<file path="src/rtl/memory_receive_pkg.sv">
// memory_receive_pkg
//   Encodings and helpers shared between the memory issue and receive stages.
//   - size_e : access size carried with every load (byte / half / word)
//   - log2   : ceiling log2, used to size offset fields and queue pointers
package memory_receive_pkg;

    typedef enum logic [1:0] {
        SIZE_BYTE = 2'd0,
        SIZE_HALF = 2'd1,
        SIZE_WORD = 2'd2
    } size_e;

    // Ceiling log2; log2(1) == 0.
    function automatic int log2(input int value);
        int r;
        r = 0;
        for (int i = 0; i < 31; i++) begin
            if ((1 << i) < value) r = i + 1;
        end
        return r;
    endfunction

endpackage

</file>
<file path="src/rtl/memory_receive_load_formatter.sv">
// memory_receive_load_formatter
//   Combinational load-data alignment: shift the returned word down to the
//   addressed byte, select byte/half/word and sign- or zero-extend it.
//   Ports:
//     data        in  returned aligned memory word
//     offset      in  byte offset of the load within the word
//     log2_bytes  in  access size (size_e encoding)
//     is_unsigned in  1 = zero-extend, 0 = sign-extend
//     result      out formatted, extended value
module memory_receive_load_formatter
    import memory_receive_pkg::*;
#(
    parameter int DATA_WIDTH     = 32,
    parameter int LOG2_NUM_BYTES = log2(DATA_WIDTH / 8)
) (
    input  logic [DATA_WIDTH-1:0]     data,
    input  logic [LOG2_NUM_BYTES-1:0] offset,
    input  logic [LOG2_NUM_BYTES-1:0] log2_bytes,
    input  logic                      is_unsigned,
    output logic [DATA_WIDTH-1:0]     result
);

    logic [DATA_WIDTH-1:0] shifted;

    // Misaligned half/word offsets simply shift; upper bytes fill with zero.
    assign shifted = data >> {offset, 3'b000};

    always_comb begin
        result = '0;
        case (int'(log2_bytes))
            int'(SIZE_BYTE): result = {{(DATA_WIDTH-8){~is_unsigned & shifted[7]}},  shifted[7:0]};
            int'(SIZE_HALF): result = {{(DATA_WIDTH-16){~is_unsigned & shifted[15]}}, shifted[15:0]};
            int'(SIZE_WORD): result = shifted;
            default:         result = '0;
        endcase
    end

endmodule

</file>
<file path="src/rtl/memory_receive.sv">
// memory_receive
//   Matches returning memory words to issued loads in order, formats them
//   and hands the result to writeback as a one-cycle registered pulse.
//   Ports:
//     clock, reset (async, active low)
//     issue_*          in  load issued this cycle and its attributes
//     issue_stall      out pending queue full
//     memory_valid/data in returned read word
//     load_valid/rd/data out formatted result (valid is a 1-cycle pulse)
//     outstanding      out pending queue occupancy
//     response_error   out sticky protocol violation (push when full / pop when empty)
//     scan             in  per-cycle simulation trace enable
module memory_receive
    import memory_receive_pkg::*;
#(
    parameter int CORE            = 0,
    parameter int DATA_WIDTH      = 32,
    parameter int ADDRESS_BITS    = 20,
    parameter int NUM_BYTES       = DATA_WIDTH / 8,
    parameter int LOG2_NUM_BYTES  = log2(NUM_BYTES),
    parameter int PENDING_DEPTH   = 4,
    parameter int SCAN_CYCLES_MIN = 0,
    parameter int SCAN_CYCLES_MAX = 1000
) (
    input  logic                            clock,
    input  logic                            reset,
    input  logic                            issue_load,
    input  logic [LOG2_NUM_BYTES-1:0]       issue_offset,
    input  logic [LOG2_NUM_BYTES-1:0]       issue_log2_bytes,
    input  logic                            issue_unsigned,
    input  logic [4:0]                      issue_rd,
    output logic                            issue_stall,
    input  logic                            memory_valid,
    input  logic [DATA_WIDTH-1:0]           memory_data,
    output logic                            load_valid,
    output logic [4:0]                      load_rd,
    output logic [DATA_WIDTH-1:0]           load_data,
    output logic [log2(PENDING_DEPTH):0]    outstanding,
    output logic                            response_error,
    input  logic                            scan
);

    localparam int PTR_W = log2(PENDING_DEPTH);
    localparam int CNT_W = PTR_W + 1;

    typedef struct packed {
        logic [LOG2_NUM_BYTES-1:0] offset;
        logic [LOG2_NUM_BYTES-1:0] log2_bytes;
        logic                      is_unsigned;
        logic [4:0]                rd;
    } pend_t;

    pend_t                 pend_q [PENDING_DEPTH];
    pend_t                 pend_d [PENDING_DEPTH];
    logic [PTR_W-1:0]      wr_ptr_q, wr_ptr_d, rd_ptr_q, rd_ptr_d;
    logic [CNT_W-1:0]      count_q, count_d;
    logic                  load_valid_q, load_valid_d;
    logic [4:0]            load_rd_q, load_rd_d;
    logic [DATA_WIDTH-1:0] load_data_q, load_data_d;
    logic                  error_q, error_d;
    logic [31:0]           cycle_q, cycle_d;

    logic                  push, pop, empty;
    pend_t                 head;
    logic [DATA_WIDTH-1:0] formatted;

    // Stall is a pure decode of registered occupancy, so it never depends on
    // a same-cycle response freeing a slot.
    assign issue_stall = (count_q == CNT_W'(PENDING_DEPTH));
    assign empty       = (count_q == '0);
    // A same-cycle push into an empty queue is not visible to the pop.
    assign push        = issue_load & ~issue_stall;
    assign pop         = memory_valid & ~empty;
    assign head        = pend_q[rd_ptr_q];

    memory_receive_load_formatter #(
        .DATA_WIDTH     (DATA_WIDTH),
        .LOG2_NUM_BYTES (LOG2_NUM_BYTES)
    ) u_formatter (
        .data        (memory_data),
        .offset      (head.offset),
        .log2_bytes  (head.log2_bytes),
        .is_unsigned (head.is_unsigned),
        .result      (formatted)
    );

    always_comb begin
        for (int i = 0; i < PENDING_DEPTH; i++) pend_d[i] = pend_q[i];
        wr_ptr_d     = wr_ptr_q;
        rd_ptr_d     = rd_ptr_q;
        count_d      = count_q;
        load_valid_d = pop;
        load_rd_d    = load_rd_q;
        load_data_d  = load_data_q;
        error_d      = error_q | (issue_load & issue_stall) | (memory_valid & empty);
        cycle_d      = cycle_q + 32'd1;

        if (push) begin
            pend_d[wr_ptr_q] = '{offset:      issue_offset,
                                 log2_bytes:  issue_log2_bytes,
                                 is_unsigned: issue_unsigned,
                                 rd:          issue_rd};
            wr_ptr_d = wr_ptr_q + PTR_W'(1);
        end
        if (pop) begin
            rd_ptr_d    = rd_ptr_q + PTR_W'(1);
            load_rd_d   = head.rd;
            load_data_d = formatted;
        end
        count_d = count_q + CNT_W'(push) - CNT_W'(pop);
    end

    always_ff @(posedge clock or negedge reset) begin
        if (!reset) begin
            for (int i = 0; i < PENDING_DEPTH; i++) pend_q[i] <= '0;
            wr_ptr_q     <= '0;
            rd_ptr_q     <= '0;
            count_q      <= '0;
            load_valid_q <= 1'b0;
            load_rd_q    <= '0;
            load_data_q  <= '0;
            error_q      <= 1'b0;
            cycle_q      <= '0;
        end else begin
            for (int i = 0; i < PENDING_DEPTH; i++) pend_q[i] <= pend_d[i];
            wr_ptr_q     <= wr_ptr_d;
            rd_ptr_q     <= rd_ptr_d;
            count_q      <= count_d;
            load_valid_q <= load_valid_d;
            load_rd_q    <= load_rd_d;
            load_data_q  <= load_data_d;
            error_q      <= error_d;
            cycle_q      <= cycle_d;
        end
    end

    assign load_valid     = load_valid_q;
    assign load_rd        = load_rd_q;
    assign load_data      = load_data_q;
    assign outstanding    = count_q;
    assign response_error = error_q;

`ifndef SYNTHESIS
    always @(posedge clock) begin
        if (reset && scan && int'(cycle_q) >= SCAN_CYCLES_MIN && int'(cycle_q) <= SCAN_CYCLES_MAX)
            $display("core%0d rx cyc=%0d abits=%0d wr=%0d rd=%0d occ=%0d stall=%b head_rd=%0d lv=%b lrd=%0d ldata=%h err=%b",
                     CORE, cycle_q, ADDRESS_BITS, wr_ptr_q, rd_ptr_q, count_q, issue_stall,
                     head.rd, load_valid_q, load_rd_q, load_data_q, error_q);
    end
`endif

endmodule

</file>
<file path="config.mk">
export PLATFORM = sky130hd
export DESIGN_NAME = memory_receive
export DESIGN_NICKNAME = d
export VERILOG_FILES = /design/src/rtl/memory_receive_pkg.sv /design/src/rtl/memory_receive_load_formatter.sv /design/src/rtl/memory_receive.sv
export SDC_FILE = /design/constraint.sdc
export NUM_CORES = 1
export LEC_CHECK = 0
export CELL_PAD_IN_SITES_DETAIL_PLACEMENT = 1
export CELL_PAD_IN_SITES_GLOBAL_PLACEMENT = 1
export CORE_MARGIN = 2
export CORE_UTILIZATION = 44
export DETAILED_ROUTE_END_ITERATION = 8
export HOLD_SLACK_MARGIN = 0.08
export PLACE_DENSITY = 0.81
export SLEW_MARGIN = 20
export SYNTH_ARGS = -nofsm -noshare
export SYNTH_HDL_FRONTEND = slang
export SYNTH_SLANG_ARGS = --single-unit
</file>
<file path="constraint.sdc">
create_clock -name clock -period 6.5 [get_ports clock]
set_input_delay 1.3 -clock clock [delete_from_list [all_inputs] [get_ports clock]]
set_output_delay 1.3 -clock clock [all_outputs]
set_load 0.05 [all_outputs]
</file>
==> results.md <==
- Sequential power share: 30.5%
- Combinational share of power: 56.5%
- Buffers added on ports: 88
- Max Fclk: 256 MHz
- Cell Count, Final, Fillers Out: 519
- Async set or reset register ratio after synthesis: 100%
- Antenna violations before repair: 0
- Synth Register Bits: 86
- Largest net degree at the start of global routing: 87
- CTS Buffer Depth: 2
- Switching share of power: 45.5%
- Int Pwr: 1.71 mW
- Relative max-transition margin: 46.1%
- GP Congestion: 0.784
- Crit path cell chain: clkdlybuf4s50_1 -> o31ai_4 -> buf_4 -> clkinv_1 -> ha_1 -> inv_1 -> ha_1 -> inv_1 -> fa_1 -> xnor2_1 -> xnor2_1
- Final Hold Vio Count: 0
- DR iter-0 viols: 129
- Ys Warns: 0
- Mapped Cells: 319
- Full die area: 10300 um^2
- Worst setup EP type: register
- Core area: 9200 um^2
- CP Class: in2reg
- RSZ-0062 raised after global routing: false
- Ratio of cells with drive above 1 in the final layout: 20.3%
- Ranking of synthesized cells by instance count: dfrtp_1 (86), mux2_2 (41), nand2_1 (38)
- CTS Root Cell: clkbuf_8
- CTS tree: yes
- Cts repair resizes: 0
- Synth Area in XOR/XNOR: 1.26%
- Storage cell area: 2150 um^2
- Critical hold path startpoint: response_error$_DFF_PN0_
- Leakage: 2.28 nW
- Period utilization: 60.0%
- Global Route Usage Sum: 21.7%
- Std-Cell Rows: 35
- Final #Nets: 457
- First-pass GRT wire length: 16900 um
- Synth cell types: 44
- Critical Path RT: 6.78 ns
- Post-synthesis instance area: 4170 um^2
- Mean post-synth cell area: 13.1 um^2
- # DRC: 0
- Area leader, netlist: dfrtp_1
- Die width: 101 um
- Worst-case vdd ir drop: 0.206 mV
- Fin Setup TNS: 0 ns
- Wire per inst: 20.2 um
- Largest family of logic cells by synthesized area: multiplexers
- Adder-cell area share of the yosys netlist: 2.28%
- Crit-path slowest cell: clkinv_1
- Vias in the first global route: 3234
- Area of the multi-input gates: 1890 um^2
- Mux cell area share after synthesis: 21.4%
- Yosys top cell area share: 51.7%
- Die Y-Extent: 101 um
- HPWL after DPL: 7290 um
- Syn_nets: 373
- Crit path max fanout: 43
- Total detailed-routing wirelength: 10500 um
- Layout area overhead: 27.4%
- Hold_buf cts: 0
- Dpl cells: 503
- Fin crit period: 3.90 ns
- Max-slew violations: 0
- Net Switching: 1.43 mW
- Fin Clk Skew: 0.0156 ns
- CP Launch Type: primary input
- Worst slew pin tran: 0.808 ns
- Top post-synthesis cells by area: dfrtp_1 (52%), mux2_2 (11%), mux2i_1 (4.1%)
- Total CTS buffers: 9
- Initial core utilization: 45.3%
- Worst r2r src: outstanding[2]$_DFF_PN0_
- Path type of the worst min-delay path: reg2reg
- Fin util: 57.7%
- # Post-CTS Setup Buffers: 0
- Sequential-to-total area share from yosys stat: 51.7%
- CP max stage delay: 0.50 ns
- Number of diodes: 0
- DR vias: 2971
- Main synth FF type: dfrtp_1
- Worst skew pair latency: 0.37 ns
- CP startpoint: memory_valid
- CTS Sinks: 86
- IO Pins: 90
- Endpoints failing setup: 0
- Power Density: 591 nW/um^2
- Status: completed
- Clock network power share: 13.0%
- Synth Area in Simple Gates: 8.29%
- Max-capacitance violation count: 0
- Most common cell in the netlist: dfrtp_1
- Total gr overflow: 0
- Deepest level of the CTS H-tree: 3
- Synth Area in Compound Gates: 11.9%
- Vias/cell: 5.72
- Post-synth EDFFs: 0
- Detailed Routing Iterations Pass 1: 4
- FILL cells: 931
- Reg clk slew, reported paths: 0.09 ns
- DRT antenna net count: 0
- Arr. time, crit path: 4.18 ns
-- through the flow --
stage	hold WS, ns	total power, mW	setup WS (ns)	instance area (um^2)
floorplan	0.470	2.30	3.36	4170
global placement	0.450	2.68	2.29	5090
detailed placement	0.453	2.75	2.19	5090
CTS	0.479	3.17	2.54	5300
global route	0.495	3.34	2.44	5310
finish	0.473	3.14	2.60	5310
-- registers in the layout (all words and copies together), names as in the netlist --
register        cells
rd_ptr_q            2
pend_q             40
response_error      1
load_rd             5
load_valid          1
outstanding         3
load_data          32
wr_ptr_q            2
-- critical path, delay by kind of cell --
kind                     cells  cell delay (ns)
adder cells (fa/ha/maj)      3             0.94
XOR/XNOR                     2             0.33
buffers and inverters        5             1.53
AO/OA/AOI/OAI                1             0.08
-- logic make-up (layout without fill, tap and decap cells) --
kind of cell | Yosys count | count (layout)
flops | 86 | 86
mux | 69 | 69
simple gates | 66 | 66
compound gates | 62 | 62
buf+inv | 23 | 112
fa+ha+maj | 7 | 7
xor+xnor | 6 | 6
-- final cells by class --
cell class / count / area share, %
Clock buffer: 9 / 2.33
Clock inverter: 7 / 1.67
Inverter: 7 / 0.495
Multi-Input combinational cell: 210 / 35.6
Sequential cell: 86 / 40.6
Tap cell: 111 / 2.62
Timing Repair Buffer: 89 / 16.8
-- layout by cell type (no fill, tap or decap), types with 2 or more instances in the layout --
cell type	count
nor2b_1	8
a22o_1	8
a22oi_1	16
nand2_2	8
a211oi_1	7
nor2_1	2
clkdlybuf4s50_1	87
nand2_1	38
o211ai_1	6
o2bb2ai_1	8
mux2_2	41
mux4_2	7
mux4_1	3
xnor2_1	6
a21oi_1	9
inv_8	3
clkbuf_8	9
mux2i_1	17
inv_1	6
dfrtp_1	86
ha_1	6
-- layer usage --
metal / global-route usage (%) / up-vias / part of all wire [%]
met5: 0 / - / 0
met4: 6.65 / 0 / 1.7
met3: 5.11 / 14 / 3.9
met2: 37.3 / 74 / 51
met1: 27.3 / 1536 / 43
li1: - / 1347 / -
-- path summary, 6_finish.rpt --
path,cells past startpoint,slack [ns],end
max,11,2.60,outstanding[2]$_DFF_PN0_
max reg2reg,10,3.35,outstanding[2]$_DFF_PN0_
min in group asynchronous,1,0.96,load_data[12]$_DFFE_PN0P_
min reg2reg,1,0.47,response_error$_DFF_PN0_
max in group asynchronous,1,4.94,pend_q[34]$_DFFE_PN0P_
min,1,0.47,response_error$_DFF_PN0_
-- power by group through the flow --
stage	registers, mW	clock network (mW)	logic [mW]
after floorplan	1.24	0	1.06
after global placement	0.951	0	1.72
after detailed placement	0.972	0	1.78
after CTS	0.961	0.418	1.79
after global routing	0.995	0.438	1.90
final	0.958	0.408	1.77
Note: power is estimated with default switching activity, not from simulation.
